$ cat src/rtl/cpu_core_param.sv
// cpu_core_param: parametrised multicycle core with one external
// single-port memory behind a req/ready handshake and a debug read port.
module cpu_core_param #(
    parameter int          DATA_W   = 16,
    parameter int          ADDR_W   = 16,
    parameter int unsigned RESET_PC = 0
) (
    input  logic              clock,
    input  logic              reset,
    output logic              mem_req,
    output logic              mem_we,
    output logic [ADDR_W-1:0] mem_addr,
    output logic [DATA_W-1:0] mem_wdata,
    input  logic [DATA_W-1:0] mem_rdata,
    input  logic              mem_ready,
    output logic [ADDR_W-1:0] pc,
    output logic              retire,
    output logic              halted,
    input  logic [3:0]        dbg_addr,
    output logic [DATA_W-1:0] dbg_data
);

    typedef enum logic [1:0] {
        S_FETCH,
        S_EXEC,
        S_MEM,
        S_HALT
    } state_t;

    localparam logic [ADDR_W-1:0] PC_RST = ADDR_W'(RESET_PC);

    localparam logic [3:0] F_ADD = 4'h5;
    localparam logic [3:0] F_SUB = 4'h9;
    localparam logic [3:0] F_AND = 4'h1;
    localparam logic [3:0] F_OR  = 4'h2;
    localparam logic [3:0] F_XOR = 4'h3;
    localparam logic [3:0] F_MOV = 4'hD;
    localparam logic [3:0] F_CMP = 4'hB;

    state_t            state_q, state_d;
    logic              run_q;
    logic [ADDR_W-1:0] pc_q, pc_d;
    logic [15:0]       ir_q, ir_d;
    logic              z_q, z_d;
    logic              l_q, l_d;
    logic              n_q, n_d;
    logic [DATA_W-1:0] rf_q [16];
    logic [DATA_W-1:0] rf_d [16];

    logic [3:0]        op, rd, ext, rs, fn;
    logic [7:0]        imm;
    logic [DATA_W-1:0] rd_val, rs_val, opb, alu_y;
    logic [ADDR_W-1:0] rs_addr, br_tgt;
    logic              is_reg, is_imm, is_alu, is_cmp;
    logic              is_ld, is_st, is_jmp, is_br, is_halt;
    logic              take;

    assign op     = ir_q[15:12];
    assign rd     = ir_q[11:8];
    assign ext    = ir_q[7:4];
    assign rs     = ir_q[3:0];
    assign imm    = ir_q[7:0];
    assign rd_val = rf_q[rd];
    assign rs_val = rf_q[rs];

    // register values become addresses by truncation or zero-extension
    assign rs_addr = ADDR_W'(rs_val);
    assign br_tgt  = pc_q - ADDR_W'(1) + ADDR_W'($signed(imm));

    always_comb begin
        is_halt = (ir_q == 16'hFFFF);
        is_reg  = (op == 4'h0);
        is_imm  = op inside {F_ADD, F_SUB, F_AND, F_OR,
                             F_XOR, F_MOV, F_CMP};
        fn      = is_reg ? ext : op;
        is_alu  = (is_reg || is_imm) &&
                  (fn inside {F_ADD, F_SUB, F_AND, F_OR,
                              F_XOR, F_MOV});
        is_cmp  = (is_reg || is_imm) && (fn == F_CMP);
        is_ld   = (op == 4'h4) && (ext == 4'h0);
        is_st   = (op == 4'h4) && (ext == 4'h4);
        is_jmp  = (op == 4'h4) && (ext == 4'hC);
        is_br   = (op == 4'hC);
    end

    always_comb begin
        opb = rs_val;
        if (!is_reg) begin
            if (fn inside {F_AND, F_OR, F_XOR}) begin
                opb = DATA_W'(imm);
            end else begin
                opb = DATA_W'($signed(imm));
            end
        end
    end

    always_comb begin
        alu_y = opb;
        case (fn)
            F_ADD:   alu_y = rd_val + opb;
            F_SUB:   alu_y = rd_val - opb;
            F_AND:   alu_y = rd_val & opb;
            F_OR:    alu_y = rd_val | opb;
            F_XOR:   alu_y = rd_val ^ opb;
            default: alu_y = opb;
        endcase
    end

    // the rd field doubles as the condition code for branches and jumps
    always_comb begin
        take = 1'b0;
        case (rd)
            4'h0:    take = z_q;
            4'h1:    take = !z_q;
            4'hA:    take = l_q;
            4'hC:    take = n_q;
            4'hE:    take = 1'b1;
            default: take = 1'b0;
        endcase
    end

    always_comb begin
        state_d   = state_q;
        pc_d      = pc_q;
        ir_d      = ir_q;
        z_d       = z_q;
        l_d       = l_q;
        n_d       = n_q;
        rf_d      = rf_q;
        mem_req   = 1'b0;
        mem_we    = 1'b0;
        mem_addr  = '0;
        mem_wdata = '0;
        retire    = 1'b0;
        halted    = 1'b0;
        unique case (state_q)
            S_FETCH: begin
                if (run_q) begin
                    mem_req  = 1'b1;
                    mem_addr = pc_q;
                    if (mem_ready) begin
                        ir_d    = mem_rdata[15:0];
                        pc_d    = pc_q + ADDR_W'(1);
                        state_d = S_EXEC;
                    end
                end
            end
            S_EXEC: begin
                retire  = 1'b1;
                state_d = S_FETCH;
                unique case (1'b1)
                    is_halt: state_d = S_HALT;
                    is_alu:  rf_d[rd] = alu_y;
                    is_cmp: begin
                        z_d = (rd_val == opb);
                        l_d = (rd_val < opb);
                        n_d = ($signed(rd_val) < $signed(opb));
                    end
                    is_ld, is_st: begin
                        retire  = 1'b0;
                        state_d = S_MEM;
                    end
                    is_jmp: if (take) pc_d = rs_addr;
                    is_br:  if (take) pc_d = br_tgt;
                    default: ;
                endcase
            end
            S_MEM: begin
                mem_req   = 1'b1;
                mem_we    = is_st;
                mem_addr  = rs_addr;
                mem_wdata = rd_val;
                if (mem_ready) begin
                    if (is_ld) begin
                        rf_d[rd] = mem_rdata;
                    end
                    retire  = 1'b1;
                    state_d = S_FETCH;
                end
            end
            S_HALT: halted = 1'b1;
        endcase
    end

    always_ff @(posedge clock or negedge reset) begin
        if (!reset) begin
            state_q <= S_FETCH;
            run_q   <= 1'b0;
            pc_q    <= PC_RST;
            ir_q    <= '0;
            z_q     <= 1'b0;
            l_q     <= 1'b0;
            n_q     <= 1'b0;
            for (int i = 0; i < 16; i++) begin
                rf_q[i] <= '0;
            end
        end else begin
            state_q <= state_d;
            run_q   <= 1'b1;
            pc_q    <= pc_d;
            ir_q    <= ir_d;
            z_q     <= z_d;
            l_q     <= l_d;
            n_q     <= n_d;
            for (int i = 0; i < 16; i++) begin
                rf_q[i] <= rf_d[i];
            end
        end
    end

    assign pc       = pc_q;
    assign dbg_data = rf_q[dbg_addr];

endmodule

$ cat config.mk
export PLATFORM = sky130hd
export DESIGN_NAME = cpu_core_param
export DESIGN_NICKNAME = d
export VERILOG_FILES = /design/src/rtl/cpu_core_param.sv
export SDC_FILE = /design/constraint.sdc
export NUM_CORES = 1
export LEC_CHECK = 0
export BUFFER_PORTS_ARGS = -buffer_cell sky130_fd_sc_hd__buf_4
export CORE_UTILIZATION = 50
export CTS_CLUSTER_SIZE = 16
export DETAILED_ROUTE_END_ITERATION = 10
export PLACE_DENSITY = 0.69
export RECOVER_POWER = 100
export SLEW_MARGIN = 20
export SYNTH_ARGS = -nofsm -noshare
export SYNTH_HDL_FRONTEND = slang
export SYNTH_SLANG_ARGS = --single-unit
$ cat constraint.sdc
create_clock -name clock -period 4.6 [get_ports clock]
set_input_delay 1.15 -clock clock [delete_from_list [all_inputs] [get_ports clock]]
set_output_delay 1.15 -clock clock [all_outputs]
set_load 0.01 [all_outputs]
==> impl_summary.md, run 1 <==
Outcome
The flow ran to the end, but the final reports show violations. The checks that failed: capacitance limit, slew limit, setup timing.

Worst setup path
On the worst path, the slowest cell contributes a delay of between 500 and 600 ps. Traced cell by cell, the critical path runs through buf_12 -> buf_12 -> mux4_2 -> mux2i_1 -> mux2_4 -> nor2_4 -> a21oi_2 -> buf_4 -> ha_4 -> buf_6 -> o21ba_4 -> or4_4 -> nand3b_1 -> buf_4 -> a31oi_2 -> o311a_1 -> a32o_2 -> a2bb2oi_4 -> buf_12 -> buf_12 -> mux2_2. The largest individual stage delay along the critical path comes from the cell sky130_fd_sc_hd__dfrtp_4. The worst path buffer plus inverter count is 7. The reg-to-reg startpoint is ir_q[0]$_DFFE_PN0P_.

In this design, the largest share of critical-path delay is due to compound AO/OA/AOI/OAI gates. Data on the critical path is required at its endpoint by approximately 5000 ps. The cell that appears most often on the critical path is sky130_fd_sc_hd__buf_12. The worst setup path is captured at a flop. The critical path class is flop to flop. STA classifies the critical path startpoint as a flop. The endpoint identified for the worst register-to-register timing path is rf_q[61]$_DFFE_PN0P_. The data arrival time of the critical path is between 5000 and 6000 ps.

The register-to-register path setup slack is -40 ps. The number of cells on the worst reg-to-reg path is 21. The maximum fanout encountered on the critical timing path is 8.

Layout
In the final layout, the multi-input gates occupy roughly 13,000 µm². The most common cell after layout, fill and taps aside is sky130_fd_sc_hd__dfrtp_1. In the final design database the tool counted about 2.3k nets. The top cell types in the final layout, fill and taps aside, are sky130_fd_sc_hd__dfrtp_1 (290), sky130_fd_sc_hd__nand2_1 (288), sky130_fd_sc_hd__mux4_2 (230), sky130_fd_sc_hd__buf_4 (221), sky130_fd_sc_hd__o21ai_0 (220). The ratio of cells with drive above 1 in the final layout is a little under a third.

The area growth from synthesis to layout is 19.23%. The area taken by flip-flops and latches is 7367 µm². The total of fill cells in the finished design is roughly 3.4k.

Global routing
The total global-route track usage is 33.61%. The pin count of the biggest net entering global routing is 115. The number of global-route vias before repair is 17.79k. The first global-routing pass estimated ~110,000 µm of wire. The total overflow left after global routing is 0.

The number of antenna violations at the first check in global routing is 1.

Worst hold path
For hold timing, the worst endpoint is rf_q[139]$_DFFE_PN0P_. The worst hold path passes through 2 cells. The path class of the tightest hold or removal check is flop to flop. The start point of the worst min-delay path is rf_q[139]$_DFFE_PN0P_.

Logic synthesis
The adder and majority cell fraction of the synthesized area is around 5.2%. The multiplexer fraction of the synthesized cell area is between 20% and 30%. The cell area after synthesis is about 21,000 µm². The post-synthesis share of cell area spent on and, or, nand and nor gates is 10.58%. The predominant post-synthesis flop cell is sky130_fd_sc_hd__dfrtp_1. Counting distinct cell types in the post-synthesis netlist gives 80.

A synthesized cell averages about 11 µm². Synthesis produced a netlist whose cell count is between 2k and 2.5k. The number of nets in the synthesized netlist is 2,127. Of the synthesized area, sequential elements account for 34.70%. The number of register bits inferred by synthesis is between 200 and 300. The synthesized design contains 0 enable-type register cells. The synthesized netlist devotes about 15% of its cell area to compound gates. Yosys printed 0 warnings. By area, the combinational part of the netlist is dominated by multiplexers. After Yosys synthesis, XOR and XNOR cells account for less than 1% of the synthesized area. The proportion of synthesized flip-flops having asynchronous set or reset is between 90% and 100%.

Drt
The number of DRC markers after the initial detailed-route iteration is ~2.0k. The number of vias after detailed routing is 18.53k. After detailed routing, the number of remaining DRC violations is 0. The number of vias per cell after detailed routing is 6.768. Wires add up to around 73,000 µm.

The number of antenna-violating nets in the routed design is 0. The pre-antenna-repair detailed-routing pass consisted of 5 iterations. The average wire length per cell after detail routing is between 20 and 30 µm.

Run
Max-cap violations in this run came to 1.

Timing
Of the available clock period, the critical path in the final layout requires 100.9%. Subtracting the final worst setup slack from the clock period gives between 4000 and 5000 ps. The setup violation total in the final timing report is 27. The final setup slack of the worst path is -39.28 ps.

Setup repair after global routing could not meet its margin everywhere. The final count of hold timing violations is 0. Across all hold checks on the routed design, the worst slack comes to 518.9 ps. Measured against its own limit, the worst slew margin works out to -116.0%. The final max-slew violation count is ~110.

Between clock sinks in the finished design, the worst skew comes to just under 20 ps. The transition time of the tightest slew-check pin is about 3200 ps. Based on the critical path, the design can be clocked at up to 215.6 MHz.

Clocking
The number of hold-repair buffers added at the cts stage is 0. The number of clock buffers added by TritonCTS is 35. The master cell of the clock root buffer is sky130_fd_sc_hd__clkbuf_16. The clock latency on the worst-skew pair is around 560 ps. The TritonCTS clock tree is done.

The level count of the clock H-tree is 2. The longest clock path from root to sink contains 3 buffers. The TritonCTS sink count is about 290. The clock transition at the registers of the reported paths is 60 ps.

Placement
The detailed placer's ending HPWL is ~50,000 µm. The count of input and output buffers is 90. The congestion estimate from routability-driven global placement came to slightly below 1.

Floorplan
The initial utilization of the core area, before any placement, comes to 50.66%. The die is 207.9 µm tall. After floorplanning, the core was divided into 75 placement rows. The I/O pin count is 91. The core area is between 40,000 and 50,000 µm². Measured along the x axis, the die boundary spans just over 200 µm. The die footprint is between 40,000 and 50,000 µm².
synthesized netlist by cell type (7+ instances only):
library cell	n	area [µm²]
sky130_fd_sc_hd__a31oi_1	13	81.33
sky130_fd_sc_hd__o21ai_0	257	1286
sky130_fd_sc_hd__clkbuf_1	130	488.0
sky130_fd_sc_hd__nor4_1	10	62.56
sky130_fd_sc_hd__buf_2	12	60.06
sky130_fd_sc_hd__xnor2_1	7	61.31
sky130_fd_sc_hd__a22o_1	14	122.6
sky130_fd_sc_hd__inv_1	104	390.4
sky130_fd_sc_hd__mux2_2	55	619.3
sky130_fd_sc_hd__mux4_2	230	5180
sky130_fd_sc_hd__nor2b_1	12	75.07
sky130_fd_sc_hd__a211oi_1	17	127.6
sky130_fd_sc_hd__o211ai_1	10	75.07
sky130_fd_sc_hd__nand2b_1	8	50.05
sky130_fd_sc_hd__nor3_1	14	70.07
sky130_fd_sc_hd__o21bai_1	11	82.58
sky130_fd_sc_hd__a221oi_1	7	61.31
sky130_fd_sc_hd__a21oi_1	64	320.3
sky130_fd_sc_hd__o22ai_1	21	131.4
sky130_fd_sc_hd__nand4_1	11	68.82
sky130_fd_sc_hd__o31ai_1	21	157.7
sky130_fd_sc_hd__nand2_1	288	1081
sky130_fd_sc_hd__nor2_1	95	356.6
sky130_fd_sc_hd__mux2i_1	20	200.2
sky130_fd_sc_hd__or3_1	13	81.33
sky130_fd_sc_hd__dfrtp_1	294	7357
sky130_fd_sc_hd__o21a_1	7	52.55
sky130_fd_sc_hd__ha_1	84	1051
sky130_fd_sc_hd__and2_1	11	68.82
sky130_fd_sc_hd__o21ai_1	7	35.03
sky130_fd_sc_hd__buf_1	24	90.09
sky130_fd_sc_hd__o221ai_1	9	78.83
sky130_fd_sc_hd__nand3_1	22	110.1
sky130_fd_sc_hd__and3_1	9	56.30
through the flow:
stage	cell area [µm²]	cells	worst slack, ps	TNS [ps]	utilization, %
2_1_floorplan	21230	2017	75.28	0	-
3_3_place_gp	23230	2625	-110.1	-4064	55.51
3_5_place_dp	23230	2625	-157.2	-5320	55.51
4_1_cts	24490	2694	-2.521	-2.521	58.52
5_1_grt	25280	2738	-130.2	-7731	60.40
6_report	25280	2738	-39.28	-601.8	60.40
tightest hold or removal path, stage by stage, from the launching register on:
cell                      delay, ps
sky130_fd_sc_hd__dfrtp_1        370
sky130_fd_sc_hd__nand2_1         50
sky130_fd_sc_hd__o21ai_0         60
worst max-delay path by stage:
stage | startpoint | to | cells after the start
finish | ir_q[0]$_DFFE_PN0P_ | rf_q[61]$_DFFE_PN0P_ | 21
global route | ir_q[0]$_DFFE_PN0P_ | rf_q[205]$_DFFE_PN0P_ | 21
CTS | ir_q[8]$_DFFE_PN0P_ | rf_q[94]$_DFFE_PN0P_ | 16
detailed placement | ir_q[0]$_DFFE_PN0P_ | rf_q[191]$_DFFE_PN0P_ | 17
global placement | ir_q[0]$_DFFE_PN0P_ | rf_q[175]$_DFFE_PN0P_ | 17
floorplan | ir_q[0]$_DFFE_PN0P_ | rf_q[110]$_DFFE_PN0P_ | 19
kinds of logic after synthesis:
group | Yosys count
and+or+nand+nor | 515
DFF | 294
xor gates and xnor gates | 12
AOI/OAI and AO/OA | 518
muxes | 308
other | 1
buffers and inverters | 282
adders and majority gates | 87
sequential cells by signal, summed over array words and instances, names as in the netlist:
register and flops:
l_q 1, pc 16, z_q 1, state_q 2, rf_q 256, n_q 1, ir_q 16, run_q 1
layer usage:
metal	vias up	global-route usage, %	routed length (µm)
li1	7869	-	-
met1	9245	44.54	27500
met2	1170	52.35	33920
met3	246	9.238	8491
met4	0	14.02	3505
met5	-	0	0
repair_timing:
action,CTS,global route
pin swaps,1,32
setup buffers,7,37
resized for setup,13,126
gates cloned,1,6
endpoints found under the setup margin,65,145
area by class of cell:
cell class	count	share of cell area, %
Antenna cell	1	0.009899
Sequential cell	294	29.14
Clock inverter	12	0.5197
Multi-Input combinational cell	1441	52.00
Timing Repair Buffer	293	10.13
Inverter	108	1.604
Clock buffer	50	3.925
Tap cell	539	2.668
Power of run 1 is left out: the tool's default activity adds up to more than one toggle a clock period on the data nets, which glitch-free logic cannot reach.
==> inputs of run 2 (changes only) <==
- PLACE_DENSITY: 0.69 -> 0.74
- SLEW_MARGIN: 20 -> not set
==> run 2 against run 1 <==
The run still ends with capacitance limit, slew limit, setup timing left. Critical path depth decreased by 1. Critical path type unchanged. Worst setup slack is essentially flat. Core utilization down 0.14 points. Largest cell class unchanged. Hold slack got worse by 1.6 ps. Sequential share of layout area up 0.076 points. Routed wire length decreased by 0.56%. Cell count decreased by 0.47%. Global-route usage barely moved. First-iteration DRC count grew 9.8%.
==> impl_summary.md, run 2 (synthesis gave the netlist of run 1 again) <==
Layout
The flip-flop count of the largest register, all copies and words added came to 256 (unchanged). The final net count is 2,269 (-0.61%). The combined area of the multi-input logic cells was 13,180 µm² (+0.30%).

The total of fill cells in the finished design came to 3,290 (-2.4%). The core utilization of the finished layout is 60.26% (-0.14 points). The final cell count without fillers is 2,725 (-0.47%). The register with the highest flop count is rf_q. From synthesis to final layout, the design area changed by 18.96%. The area taken by flip-flops and latches is 7370 µm² (about the same). The library cell used most frequently in the layout, excluding fill and tap cells, is sky130_fd_sc_hd__dfrtp_1. The library cells used most frequently in the layout, excluding fill and tap cells, are sky130_fd_sc_hd__dfrtp_1 (290), sky130_fd_sc_hd__nand2_1 (287), sky130_fd_sc_hd__mux4_2 (230), sky130_fd_sc_hd__o21ai_0 (230), sky130_fd_sc_hd__buf_4 (220). The ratio of cells with drive above 1 in the final layout is 31.43% (-0.28 points). The antenna diode instance count is 0 (-1).

Placement
The count of input and output buffers is 90 (unchanged). The detailed placer's ending HPWL came to 49,950 µm (-0.85%). The worst slack at placement is -159.6 ps (-2.347 ps).

The total instance count after detailed placement was 2,633 (+0.30%). The placer's final routability congestion estimate was 0.9852 (+1.9%).

Floorplan
The I/O pin count came to 91 (unchanged). The die footprint is 43,230 µm² (unchanged). The die height is 207.9 µm (unchanged). The core area is 41,850 µm² (unchanged). The standard-cell row count is 75 (unchanged). The x dimension of the die is 207.9 µm (unchanged). The starting utilization of the core area came to 50.66% (unchanged).

Clocking
The TritonCTS sink count is 294 (unchanged). The clock transition at the registers of the reported paths is 60 ps (about the same). The clock latency on the worst-skew pair was 580 ps (+20 ps). The level count of the clock H-tree was 2 (unchanged). The number of buffers on the longest clock path was 3 (unchanged).

The number of buffers added by the clock tree synthesis step is 35 (unchanged). TritonCTS built the clock tree. In this run the clock root is driven by a sky130_fd_sc_hd__clkbuf_16.

Timing
The final critical-path share of the clock period was 100.8% (about the same). The minimum clock period after layout is 4639 ps (-0.3043 ps). The final count of hold timing violations came to 0 (unchanged). The transition time of the tightest slew-check pin is 2763 ps (-477.0 ps).

The setup violation total in the final timing report is 2 (-93%). The achievable frequency is 215.6 MHz (about the same). The worst hold slack is 517.3 ps (-1.627 ps). The setup clock skew after layout is 41.71 ps (+21.88 ps). The relative slew slack is -84.22% (+32 points). Setup repair after global routing could not meet its margin everywhere.

The final max-slew violation count is 102 (-11%). The final setup slack of the worst path was -38.97 ps (+0.3043 ps).

Worst setup path
The number of cells on the worst reg-to-reg path is 20 (-4.8%). The maximum fanout encountered on the critical timing path is 8 (unchanged). STA classifies the critical path endpoint as a flop.

The reg-to-reg startpoint is ir_q[0]$_DFFE_PN0P_. The reg-to-reg critical path endpoint is rf_q[169]$_DFFE_PN0P_. The critical path data required time is 5050 ps (-40 ps). The register-to-register path setup slack was -40 ps (about the same).

The setup path with the least slack is of type flop to flop. The kind of start point of the critical path is a flop. The data arrival time of the critical path came to 5090 ps (-40 ps).

Worst hold path
The worst hold path cell count is 1 (-1). The start point of the worst min-delay path is l_q$_DFFE_PN0P_. The class of the worst hold path is flop to flop. The end point of the worst hold path is l_q$_DFFE_PN0P_.

Global routing
The pin count of the biggest net entering global routing is 102 (-11%). The total global-route track usage is 33.59% (about the same). The global-route wire length before repair is 110,600 µm (+0.79%).

The number of global-route vias before repair is 18.44k (+3.7%). The overflow left after global routing is 0 (unchanged). The number of antenna violations at the first check in global routing was 0 (-1).

Drt
The number of vias after detailed routing came to 18.74k (+1.1%). The average wire length per cell after detail routing was 26.79 µm (about the same). The number of DRC markers after the initial detailed-route iteration is 2,183 (+9.8%).

The wire length reported by the detailed router came to 73,010 µm (-0.56%). The number of antenna-violating nets in the routed design is 0 (unchanged). The number of vias per cell after detailed routing is 6.878 (+1.6%).

The post-detailed-route DRC marker count came to 0 (unchanged). The number of iterations in the first detailed-routing pass was 7 (+2).

Run
The number of max-cap violations is 1 (unchanged).

Outcome
The run finished, with violations left. The final reports fail on capacitance limit, slew limit, setup timing.
-- run 2: changes by cell type in the layout (fill, tap and decap cells not counted), sizes merged --
cell / previous run / this run
inv: 111 / 109
clkinvlp: 1 / 3
bufinv: 2 / 4
buf: 256 / 251
diode: 1 / 0
bufbuf: 1 / 0
clkinv: 6 / 7
clkbuf: 86 / 77
-- run 2: how the worst max path moves through the flow --
stage          slack (ps)  depth (start not counted)                start                     to
2_1_floorplan          80                         19  ir_q[0]$_DFFE_PN0P_  rf_q[110]$_DFFE_PN0P_
3_3_place_gp          -70                         19  ir_q[0]$_DFFE_PN0P_  rf_q[136]$_DFFE_PN0P_
3_5_place_dp         -160                         19  ir_q[0]$_DFFE_PN0P_  rf_q[238]$_DFFE_PN0P_
4_1_cts               0.5                         17  ir_q[0]$_DFFE_PN0P_  rf_q[110]$_DFFE_PN0P_
5_1_grt              -190                         20  ir_q[0]$_DFFE_PN0P_  rf_q[169]$_DFFE_PN0P_
6_report              -40                         20  ir_q[0]$_DFFE_PN0P_  rf_q[169]$_DFFE_PN0P_
-- run 2: metal layers --
layer,global-route usage (%),routed length [µm],up-vias
met1,43.56,26910,9285
met4,16.63,3922,0
met3,8.513,8342,268
li1,-,-,7842
met2,52.78,33830,1348
met5,0,0,-
-- run 2: worst max-delay path, cell delays in order, from the launching register on --
cell                       delay [ps]
sky130_fd_sc_hd__dfrtp_4          500
sky130_fd_sc_hd__buf_12           160
sky130_fd_sc_hd__mux4_2           500
sky130_fd_sc_hd__mux2i_1          240
sky130_fd_sc_hd__mux2_4           240
sky130_fd_sc_hd__nor2_1            60
sky130_fd_sc_hd__a21oi_2          180
sky130_fd_sc_hd__buf_6            150
sky130_fd_sc_hd__ha_4             200
sky130_fd_sc_hd__buf_4            150
sky130_fd_sc_hd__o21ba_4          230
sky130_fd_sc_hd__or4_4            420
sky130_fd_sc_hd__nand3b_1         210
sky130_fd_sc_hd__buf_4            150
sky130_fd_sc_hd__a21oi_1           70
sky130_fd_sc_hd__o21bai_1         190
sky130_fd_sc_hd__a221o_1          220
sky130_fd_sc_hd__a21oi_4           80
sky130_fd_sc_hd__buf_12           150
sky130_fd_sc_hd__buf_12           140
sky130_fd_sc_hd__o31ai_2          250
-- run 2: final cells by class --
class                           instances  area share [%]
Clock buffer                           49           4.043
Clock inverter                         15          0.8136
Inverter                              108           1.607
Multi-Input combinational cell       1441           52.27
Sequential cell                       294           29.22
Tap cell                              539           2.674
Timing Repair Buffer                  279           9.371
-- run 2: per-stage QoR --
stage               TNS (ps)  cell area, µm²
floorplan                  0           21230
global placement       -1279           23290
detailed placement     -5765           23290
CTS                        0           24610
global route           -4439           25220
finish                -42.45           25220
-- run 2: what timing repair did --
action / CTS / global route
cloned: 0 / 4
gates resized for setup: 22 / 110
pin swaps: 2 / 18
setup endpoints to repair: 114 / 143
buffers inserted: 3 / 21
hold buffers: 0 / 0
Power of run 2 is left out for the same reason.
